$ cat config.mk
export PLATFORM = sky130hd
export DESIGN_NAME = pp_fetch_scheduler
export DESIGN_NICKNAME = d
export VERILOG_FILES = /design/src/rtl/pp_fetch_scheduler_pkg.sv /design/src/rtl/pp_bank_tracker.sv /design/src/rtl/pp_fetch_scheduler.sv
export SDC_FILE = /design/constraint.sdc
export NUM_CORES = 1
export LEC_CHECK = 0
export CAP_MARGIN = 0
export CELL_PAD_IN_SITES_DETAIL_PLACEMENT = 1
export CELL_PAD_IN_SITES_GLOBAL_PLACEMENT = 1
export CORE_ASPECT_RATIO = 1.75
export CORE_MARGIN = 2
export CORE_UTILIZATION = 25
export CTS_CLUSTER_SIZE = 30
export DETAILED_ROUTE_END_ITERATION = 10
export PLACE_DENSITY_LB_ADDON = 0.1
export RECOVER_POWER = 25
export SLEW_MARGIN = 25
export SYNTH_ARGS = -nofsm -noshare
export SYNTH_HDL_FRONTEND = slang
export SYNTH_SLANG_ARGS = --single-unit
$ cat constraint.sdc
create_clock -name clk -period 3.3 [get_ports clk]
set_clock_uncertainty 0.1 [all_clocks]
set_input_delay 0.33 -clock clk [delete_from_list [all_inputs] [get_ports clk]]
set_output_delay 0.33 -clock clk [all_outputs]
set_load 0.01 [all_outputs]
$ cat src/rtl/pp_fetch_scheduler_pkg.sv
// Shared types and constants for the ping-pong fetch scheduler.
package pp_fetch_scheduler_pkg;

   // Life cycle of one BRAM bank: empty, being written by the buffer, holding a tile.
   typedef enum logic [1:0] {
      BANK_FREE    = 2'd0,
      BANK_FILLING = 2'd1,
      BANK_FULL    = 2'd2
   } bank_state_e;

   // Job-level sequencing states.
   typedef enum logic [1:0] {
      ST_IDLE  = 2'd0,
      ST_ISSUE = 2'd1,
      ST_WAIT  = 2'd2,
      ST_DRAIN = 2'd3
   } top_state_e;

   // Every tile lands at the start of its bank.
   localparam int BRAM_BASE = 0;

endpackage

$ cat src/rtl/pp_bank_tracker.sv
// Fill/drain bookkeeping for the two ping-pong banks. fill_bank resets to 0 so
// it agrees with the buffer, whose reset is released together with ours.
module pp_bank_tracker
   import pp_fetch_scheduler_pkg::*;
(
   input  logic clk,
   input  logic rst,
   input  logic fill_start,    // read command issued into fill_bank
   input  logic fill_done,     // outstanding read command completed
   input  logic release_req,   // consumer release, already gated to active jobs
   output logic fill_bank,
   output logic fill_free,     // bank[fill_bank] can accept a new command
   output logic tile_valid,
   output logic tile_bank,
   output logic tile_taken     // a presented tile was released this cycle
);

   logic       fill_bank_q, fill_bank_d;
   logic       drain_bank_q, drain_bank_d;
   logic [1:0] is_free;
   logic [1:0] is_full;

   assign tile_valid = is_full[drain_bank_q];
   assign tile_bank  = drain_bank_q;
   assign tile_taken = release_req && tile_valid;
   assign fill_free  = is_free[fill_bank_q];
   assign fill_bank  = fill_bank_q;

   generate
      for (genvar gi = 0; gi < 2; gi++) begin : g_bank
         localparam logic ME = 1'(gi);
         bank_state_e state_q, state_d;

         // A bank never fills and drains at once, so at most one branch applies.
         always_comb begin
            state_d = state_q;
            if (fill_start && fill_bank_q == ME)
               state_d = BANK_FILLING;
            else if (fill_done && fill_bank_q == ME)
               state_d = BANK_FULL;
            else if (tile_taken && drain_bank_q == ME)
               state_d = BANK_FREE;
         end

         // Bank state register.
         always_ff @(posedge clk) begin
            if (rst) state_q <= BANK_FREE;
            else     state_q <= state_d;
         end

         assign is_free[gi] = (state_q == BANK_FREE);
         assign is_full[gi] = (state_q == BANK_FULL);
      end
   endgenerate

   // Fill pointer advances on completion, drain pointer on release.
   always_comb begin
      fill_bank_d  = fill_done  ? ~fill_bank_q  : fill_bank_q;
      drain_bank_d = tile_taken ? ~drain_bank_q : drain_bank_q;
   end

   // Bank pointer registers.
   always_ff @(posedge clk) begin
      if (rst) begin
         fill_bank_q  <= 1'b0;
         drain_bank_q <= 1'b0;
      end else begin
         fill_bank_q  <= fill_bank_d;
         drain_bank_q <= drain_bank_d;
      end
   end

endmodule

$ cat src/rtl/pp_fetch_scheduler.sv
// Tile-fetch job sequencer: issues one buffer read per tile into alternating
// banks and hands filled banks to the consumer in order.
module pp_fetch_scheduler
   import pp_fetch_scheduler_pkg::*;
#(
   parameter int DDR_ADDR_WIDTH  = 29,
   parameter int BURST_LEN_WIDTH = 8,
   parameter int NUM_BURST_WIDTH = 8,
   parameter int BRAM_ADDR_WIDTH = 10,
   parameter int TILE_CNT_WIDTH  = 16
) (
   input  logic                       clk,
   input  logic                       rst,
   input  logic                       job_start,
   input  logic [DDR_ADDR_WIDTH-1:0]  job_base_addr,
   input  logic [TILE_CNT_WIDTH-1:0]  job_num_tiles,
   input  logic [DDR_ADDR_WIDTH-1:0]  job_tile_stride,
   input  logic [BURST_LEN_WIDTH-1:0] job_burst_len,
   input  logic [NUM_BURST_WIDTH-1:0] job_num_burst,
   output logic                       job_busy,
   output logic                       job_done,
   output logic                       rd_start,
   output logic [DDR_ADDR_WIDTH-1:0]  rd_start_addr,
   output logic [BURST_LEN_WIDTH-1:0] rd_burst_len,
   output logic [NUM_BURST_WIDTH-1:0] rd_num_burst,
   output logic [BRAM_ADDR_WIDTH-1:0] rd_start_bram_addr,
   input  logic                       rd_ready,
   input  logic                       rd_done,
   output logic                       tile_valid,
   output logic                       tile_bank,
   output logic [TILE_CNT_WIDTH-1:0]  tile_index,
   input  logic                       tile_release
);

   top_state_e                 state_q, state_d;
   logic [DDR_ADDR_WIDTH-1:0]  addr_q;
   logic [DDR_ADDR_WIDTH-1:0]  stride_q;
   logic [BURST_LEN_WIDTH-1:0] len_q;
   logic [NUM_BURST_WIDTH-1:0] nb_q;
   logic [TILE_CNT_WIDTH-1:0]  num_q;
   logic [TILE_CNT_WIDTH-1:0]  issued_q;
   logic [TILE_CNT_WIDTH-1:0]  released_q;
   logic                       zero_done_q;

   logic accept;
   logic issue_cmd;
   logic drain_done;
   logic fill_done;
   logic release_req;
   logic fill_bank;
   logic fill_free;
   logic tile_taken;

   // Completions and releases only count while a job is active.
   assign fill_done   = (state_q == ST_WAIT) && rd_done;
   assign release_req = (state_q != ST_IDLE) && tile_release;

   pp_bank_tracker u_banks (
      .clk         (clk),
      .rst         (rst),
      .fill_start  (issue_cmd),
      .fill_done   (fill_done),
      .release_req (release_req),
      .fill_bank   (fill_bank),
      .fill_free   (fill_free),
      .tile_valid  (tile_valid),
      .tile_bank   (tile_bank),
      .tile_taken  (tile_taken)
   );

   // Job FSM: one outstanding command at a time, then wait for the consumer.
   always_comb begin
      state_d    = state_q;
      accept     = 1'b0;
      issue_cmd  = 1'b0;
      drain_done = 1'b0;
      case (state_q)
         ST_IDLE: begin
            if (job_start) begin
               accept = 1'b1;
               // An empty job finishes from IDLE via zero_done_q.
               if (job_num_tiles != '0) state_d = ST_ISSUE;
            end
         end
         ST_ISSUE: begin
            if (issued_q == num_q) begin
               state_d = ST_DRAIN;
            end else if (fill_free && rd_ready) begin
               issue_cmd = 1'b1;
               state_d   = ST_WAIT;
            end
         end
         ST_WAIT: begin
            if (rd_done) state_d = ST_ISSUE;
         end
         ST_DRAIN: begin
            if (released_q == num_q) begin
               drain_done = 1'b1;
               state_d    = ST_IDLE;
            end
         end
         default: state_d = ST_IDLE;
      endcase
   end

   // State register.
   always_ff @(posedge clk) begin
      if (rst) state_q <= ST_IDLE;
      else     state_q <= state_d;
   end

   // Job field latches, tile counters and the DDR address generator.
   always_ff @(posedge clk) begin
      if (rst) begin
         addr_q      <= '0;
         stride_q    <= '0;
         len_q       <= '0;
         nb_q        <= '0;
         num_q       <= '0;
         issued_q    <= '0;
         released_q  <= '0;
         zero_done_q <= 1'b0;
      end else begin
         zero_done_q <= accept && (job_num_tiles == '0);
         if (accept) begin
            addr_q     <= job_base_addr;
            stride_q   <= job_tile_stride;
            len_q      <= job_burst_len;
            nb_q       <= job_num_burst;
            num_q      <= job_num_tiles;
            issued_q   <= '0;
            released_q <= '0;
         end else begin
            if (fill_done) begin
               issued_q <= issued_q + TILE_CNT_WIDTH'(1);
               // Natural wrap at the top of the DDR address space.
               addr_q   <= addr_q + stride_q;
            end
            if (tile_taken)
               released_q <= released_q + TILE_CNT_WIDTH'(1);
         end
      end
   end

   assign job_done           = drain_done || zero_done_q;
   assign job_busy           = (state_q != ST_IDLE) || zero_done_q;
   assign rd_start           = issue_cmd;
   assign rd_start_addr      = addr_q;
   assign rd_burst_len       = len_q;
   assign rd_num_burst       = nb_q;
   assign rd_start_bram_addr = BRAM_ADDR_WIDTH'(BRAM_BASE);
   assign tile_index         = released_q;

endmodule

==> metrics list, run 1 <==
- After the last flow step, the layout net total stands at 1159.
* Worst setup path class: register to output pin
- Slew margin rel.: 25.3%
- Initial antenna violation count: 0
- The endpoint identified for the worst register-to-register timing path is rd_start_addr[22].
- Of all nets on the critical path, the largest fanout is 3.
- The H-tree generated during clock tree synthesis spans 4 levels.
- Die ar.: 0.0295 mm^2
- After synthesis, the share of flip-flops with an asynchronous set or reset is 0%.
* Pwr dens: 485 mW/mm^2
- Clock Path Buffers: 2
- Net switching is 31.3% of the power.
- Share of synthesized area occupied by flip-flops and latches: 37.4%
- The tree is rooted in a sky130_fd_sc_hd__clkbuf_16.
- Arr. time, crit path: 2640 ps
- Share of power burned in the clock network: 37.3%
* Seq cells post-synth: 131
* Tcrit/Tclk final: 93.0%
- After clock tree synthesis, the clock-pin slew on the worst setup and hold paths is 60 ps.
* Most frequent standard cell in the layout excluding fill and tap cells: sky130_fd_sc_hd__nand2_1
* Worst Setup Slack, final: 231 ps
- The final number of max-transition violations came to 0.
* Max rail drop VDD: 0.000391 V
- Status: finished, final reports clean
- Comb pwr share: 23.4%
- Summed over all layers, the routed wires come to 26100 um.
- Entering global routing, the biggest net connects 67 pins.
- Total gr overflow: 0
* Hold Path Cell Cnt: 2
* Achievable Freq: 326 MHz
- The routed layout has 6773 vias.
- In this run, the number of DRC markers left after iteration 0 of detailed routing was 176.
- Each instance of the synthesized netlist takes up on average 7.85 um^2.
* Global-route wire length before repair: 41200 um
- Hold endpoint: num_q[6]
* Yosys top cell area share: 37.4%
* Sum Neg Setup Slack: 0 ps
- The detail route stage leaves a number of antenna-violating nets equal to 0.
* CTS buffer count: 17
- Traced cell by cell, the critical path runs through xnor2_1, nand4_1, nor4_1, and3_1, a21o_1, clkdlybuf4s50_1.
- Core footprint: 0.0278 mm^2
- Routed WL per cell: 18.4 um
- Site row count: 81
* Worst reg2reg setup slack: 240 ps
* Top cell type by total area after synthesis: sky130_fd_sc_hd__dfxtp_1
* Critical-path top delay cell: sky130_fd_sc_hd__clkdlybuf4s50_1
- Setup repair after global routing left no endpoint under its margin.
- The netlist uses 66 different library cells.
- Shortest period the worst path allows: 3070 ps
- Slew at the pin closest to its max-slew limit: 1120 ps
* Routed vias/inst: 4.78
- Netlist Area Pre-Place: 0.00702 mm^2
- The number of setup buffers added after CTS is 0.
- Sequential fraction of design power: 39.2%
- On the critical path the largest part of the delay comes from simple AND/OR/NAND/NOR gates.
- Worst R2R Path Depth: 11
- The worst register-to-register path begins at rd_start_addr[0].
- Effective utilization at floorplan: 25.3%
* Leakage: 0.00373 uW
* Detailed-routing iteration count for the pre-antenna-repair pass: 4
* Mapped Cells: 894
- The tool flagged a number of max-cap violations equal to 0.
- Most frequent cells in the layout: sky130_fd_sc_hd__nand2_1, sky130_fd_sc_hd__dfxtp_1, sky130_fd_sc_hd__clkdlybuf4s50_1, sky130_fd_sc_hd__a21oi_1, sky130_fd_sc_hd__nor2_1
- Overall track demand over capacity in global routing: 18.5%
- The critical path starts at tile_index[15].
- In this run, post-CTS repair resized a total of 0 instances.
- Setup violations remaining at the end of the flow were counted as 0.
- Number of flops mapped to enable cells by yosys: 0
- Synth area leaders: sky130_fd_sc_hd__dfxtp_1, sky130_fd_sc_hd__nand2_1, sky130_fd_sc_hd__a21oi_1
- For this run, the leading register cell type out of synthesis is sky130_fd_sc_hd__dfxtp_1.
* Buffers & Inverters on Critical Path: 1
- 0 antenna diodes ended up in the layout.
- TritonCTS clock tree: built
- Internal: 3160 uW
* Switch Pwr: 1440 uW
- For this design, the CTS-stage hold fixing added 0 buffers.
* Dpl ws: 150 ps
* Width of the die: 131 um
- Input and output buffers added on the ports amount to 161.
- Final RePlAce weighted congestion: 0.768
- Number of global-route vias before repair: 7387
* Total of warnings raised by yosys: 0
- For this run, the slowest stage of the critical path takes 550 ps.
- For this design, the sink count on the clock tree is 131.
* Proportion of layout cells with a drive suffix above 1: 5.84%
- DRC violations left: 0
- Required arrival time at the worst endpoint: 2870 ps
- From bottom edge to top edge, the die measures 226 um.
- The worst setup path is launched from a register.
- Number of I/O pins: 172
- In this run the most critical hold path is launched from rst.
* Clock insertion delay at the later pin of the skew report: 440 ps
- HPWL Detailed: 19600 um
- Compared with the post-synthesis result, the final layout area differs by 35.3%.
* Critical path endpoint category: output pin
- Final Hold Vio Count: 0
- Worst hold path type: primary input to register
==> worst register-to-register path, stage by stage, from the launching register on <==
cell and delay, ps:
sky130_fd_sc_hd__dfxtp_1 320, sky130_fd_sc_hd__ha_1 260, sky130_fd_sc_hd__fa_1 420, sky130_fd_sc_hd__a21oi_1 180, sky130_fd_sc_hd__nand4b_1 180, sky130_fd_sc_hd__a21oi_1 120
sky130_fd_sc_hd__nor4_2 240, sky130_fd_sc_hd__o21ai_1 180, sky130_fd_sc_hd__o31ai_4 320, sky130_fd_sc_hd__o21ai_2 110, sky130_fd_sc_hd__xnor2_1 130, sky130_fd_sc_hd__a2111oi_1 370
==> synthesized netlist by cell type, types with 4 or more instances <==
library cell                 n
sky130_fd_sc_hd__a311oi_1   10
sky130_fd_sc_hd__nor3_1     15
sky130_fd_sc_hd__a21oi_1   104
sky130_fd_sc_hd__inv_1       8
sky130_fd_sc_hd__o22ai_1     5
sky130_fd_sc_hd__ha_1       30
sky130_fd_sc_hd__nor4_1     13
sky130_fd_sc_hd__dfxtp_1   131
sky130_fd_sc_hd__xnor2_1    31
sky130_fd_sc_hd__xor2_1     46
sky130_fd_sc_hd__nor2_1     80
sky130_fd_sc_hd__nand2_1   181
sky130_fd_sc_hd__o211ai_1    4
sky130_fd_sc_hd__o21ai_0    25
sky130_fd_sc_hd__buf_4      10
sky130_fd_sc_hd__nand4_1    18
sky130_fd_sc_hd__a211oi_1   12
sky130_fd_sc_hd__or3_1      11
sky130_fd_sc_hd__buf_2       9
sky130_fd_sc_hd__nand3_1    15
sky130_fd_sc_hd__clkbuf_1   44
sky130_fd_sc_hd__and3_1      5
sky130_fd_sc_hd__a21o_1     17
sky130_fd_sc_hd__nor2b_1     6
==> worst max path at each step <==
stage,end,cells past startpoint,slack [ps]
floorplan,rd_start_addr[22],11,490
global placement,rd_start_addr[22],11,260
detailed placement,rd_start_addr[22],11,150
CTS,rd_start_addr[22],11,100
global route,rd_start_addr[22],11,3
finish,job_done,6,230
==> cell type report <==
type | count | area (um^2)
Timing Repair Buffer | 176 | 1730
Clock inverter | 5 | 27.5
Multi-Input combinational cell | 698 | 4130
Tap cell | 373 | 467
Sequential cell | 131 | 2620
Clock buffer | 27 | 483
Fill cell | 3391 | 18300
Inverter | 8 | 30.0
==> flip-flops by register name, indices dropped and copies added (netlist names) <==
register	cells
rd_start_addr	29
num_q	16
rd_burst_len	8
rd_num_burst	8
zero_done_q	1
state_q	2
u_banks.g_bank.state_q	4
u_banks.tile_bank	1
tile_index	16
u_banks.fill_bank	1
issued_q	16
stride_q	29
==> logic make-up after synthesis <==
kind of cell    synth area share [%]
xor+xnor                        9.61
fa+ha+maj                       5.63
other cells                   0.0534
flops                           37.4
compound gates                  20.0
buf+inv                         4.65
simple gates                    22.6
mux                            0.143
==> power groups by stage <==
stage                     logic (uW)  registers [uW]  clock network (uW)
after floorplan                  608            1830                   0
after global placement          1110            1840                   0
after detailed placement        1110            1850                   0
after CTS                       1120            1810                1780
after global routing            1200            1820                1840
final                           1080            1810                1720
==> per-layer routing <==
metal	vias to the layer above	GRT usage (%)	part of all wire, %
met5	-	0	0
met3	33	3.86	3.6
li1	3354	-	-
met1	3252	18.6	37
met2	134	35.6	56
met4	0	7.96	3.2
==> metrics by stage <==
step / util (%) / power, uW / area, um^2 / hold WS (ps) / instances
after floorplan: - / 2440 / 7050 / 340 / 903
after global placement: 32.3 / 2950 / 8970 / 343 / 1386
after detailed placement: 32.3 / 2960 / 8970 / 349 / 1386
after CTS: 34.1 / 4710 / 9480 / 205 / 1418
after global routing: 34.2 / 4870 / 9500 / 230 / 1418
final: 34.2 / 4600 / 9500 / 213 / 1418
(Power assumes the default switching activity.)
==> run 2: changes to the inputs <==
--- a/config.mk
+++ b/config.mk
@@ -9,7 +9,6 @@
 export CELL_PAD_IN_SITES_DETAIL_PLACEMENT = 1
 export CELL_PAD_IN_SITES_GLOBAL_PLACEMENT = 1
 export CORE_ASPECT_RATIO = 1.75
-export CORE_MARGIN = 2
 export CORE_UTILIZATION = 25
 export CTS_CLUSTER_SIZE = 30
 export DETAILED_ROUTE_END_ITERATION = 10
==> run 2 against run 1 <==
- critical path depth is the same
- non-clock buffer count is 3 higher
- flip-flop and latch count stayed put
- largest power group is now the clock network
- largest cell class unchanged
==> metrics list, run 2 (synthesized netlist as in run 1, its figures left out) <==
- Status: finished, final reports clean
* Pwr dens: 530 mW/mm^2
- The final critical path takes up 93.3% of the cycle.
- Total gr overflow: 0
- Wire length reported by the detailed router: 26100 um
- Core footprint: 0.0274 mm^2
- Slew margin rel.: 44.4%
- For this block, the initial DRC count from the detailed router was 161.
* Pin count of the biggest net entering global routing: 45
- Post-synthesis to final-layout area growth: 38.3%
* Worst hold path type: primary input to register
- Routed WL per cell: 18.5 um
* Die Y: 224 um
- Buffers inserted during clock tree synthesis total 17.
- Register area: 0.00262 mm^2
* Number of I/O pins: 172
* Global-route wire length before repair: 41200 um
- The number of antenna violations at the first check in global routing came to 0.
- Effective utilization at floorplan: 25.6%
* Required arrival time at the worst endpoint: 2870 ps
- Leakage: 0.00387 uW
- Number of vias in the routed layout: 6844
- In the final design database the tool counted 1162 nets.
* Number of global-route vias before repair: 7489
- The number of antenna diodes in the final layout is 0.
- In the routed design, unresolved DRC markers number 0.
- STA puts the critical path data arrival time at 2650 ps.
* Slew at the pin closest to its max-slew limit: 834 ps
- Category of the worst setup path launch point: register
- Clock Path Buffers: 2
* Layout fillers: 3319
* Routed vias/inst: 4.83
- Sum Neg Setup Slack: 0 ps
- Of all nets on the critical path, the largest fanout is 6.
- Most frequent cells in the layout: sky130_fd_sc_hd__nand2_1, sky130_fd_sc_hd__dfxtp_1, sky130_fd_sc_hd__clkdlybuf4s50_1, sky130_fd_sc_hd__a21oi_1, sky130_fd_sc_hd__nor2_1
* Post-CTS setup buffers: 0
- Final max-slew violation count: 0
- TritonCTS built the clock tree.
- Number of setup violations in the final report: 0
* Proportion of layout cells with a drive suffix above 1: 6.97%
- Clock insertion delay at the later pin of the skew report: 430 ps
- CTS clk-pin slew, worst paths: 60 ps
- In this run the tool buffered the top-level ports with 161 buffer cells.
- The worst setup path is captured at an output pin.
- Max rail drop VDD: 0.000356 V
- Die ar.: 0.0288 mm^2
* Post-DP Area: 0.00900 mm^2
- Site row count: 80
- Final hold analysis gives a worst-case slack of 235 ps.
- HPWL Detailed: 19800 um
- At the end of routability-driven placement, the weighted congestion stood at 0.796.
* Non-Filler Cell Area, Final: 0.00971 mm^2
- ANT nets after route: 0
- Achievable Freq: 325 MHz
- Most frequent standard cell in the layout excluding fill and tap cells: sky130_fd_sc_hd__nand2_1
* H-Tree Depth: 4
- By startpoint and endpoint, the worst setup path is classified as register to output pin.
- Overall track demand over capacity in global routing: 19.0%
- Root cell of the clock tree: sky130_fd_sc_hd__clkbuf_16
- In this run the horizontal extent of the chip is 129 um.
* Shortest period the worst path allows: 3080 ps
- Area used by multi-input combinational logic: 0.00413 mm^2
- Max-cap violations in this run came to 0.
- The tree built by TritonCTS fans out to 131 sinks.
* Detailed-routing iteration count for the pre-antenna-repair pass: 4
- The final number of hold-violating endpoints came to 0.
- RSZ-0062 raised after global routing: no
-- run 2: cell types whose count changed in the layout (fill, tap and decap cells not counted), sizes merged --
| cell | delta |
|---|---|
| clkdlybuf4s50 | -12 |
| bufinv | +6 |
| clkinv | -2 |
| inv | +1 |
| buf | +2 |
| clkinvlp | +2 |
| clkbuf | -6 |
| dlygate4sd3 | +12 |
-- run 2: cell type report --
cell class              instances  area share [%]
clock buffers                  20            4.81
multi-input cells             698            42.6
inverters                       8           0.309
well taps                     369            4.76
clock inverters                12            2.32
repair buffers                179            18.2
flip-flops and latches        131            27.0
-- run 2: per-stage QoR --
step / utilization [%] / setup WS (ps) / total power (uW) / std cells
after floorplan: - / 492 / 2440 / 903
after global placement: 32.8 / 215 / 2950 / 1385
after detailed placement: 32.8 / 182 / 2960 / 1385
after CTS: 35.3 / 133 / 5260 / 1417
after global routing: 35.4 / 24.9 / 5390 / 1417
final: 35.4 / 220 / 5150 / 1417
-- run 2: power breakdown --
part	internal [uW]	total (uW)	switching [uW]
combinational	468	1080	608
sequential	1700	1800	105
clock	1480	2270	786
-- run 2: path summary, 6_finish.rpt --
| path | endpoint | start | slack (ps) | depth (start not counted) |
|---|---|---|---|---|
| min reg2reg | rd_burst_len[0] | rd_burst_len[0] | 350 | 2 |
| max | job_done | tile_index[11] | 220 | 6 |
| max reg2reg | rd_start_addr[22] | rd_start_addr[0] | 270 | 11 |
| min | state_q[1] | rst | 230 | 2 |
-- run 2: critical path: stages (launching register included) --
cell and delay (ps):
sky130_fd_sc_hd__dfxtp_1 460, sky130_fd_sc_hd__xnor2_1 200, sky130_fd_sc_hd__nand4_1 140, sky130_fd_sc_hd__nor4_1 400, sky130_fd_sc_hd__and3_1 300, sky130_fd_sc_hd__a21o_1 170, sky130_fd_sc_hd__clkdlybuf4s50_1 550
-- run 2: timing repair --
item	in CTS	in global routing
hold buffers	0	0
setup endpoints to repair	0	1
gates resized for setup	0	3
-- run 2: per-layer routing --
layer  track usage [%]  wire, um
met2              36.7     14400
met1              18.9      9880
met5                 0         0
met3              3.89       942
met4              8.80       909
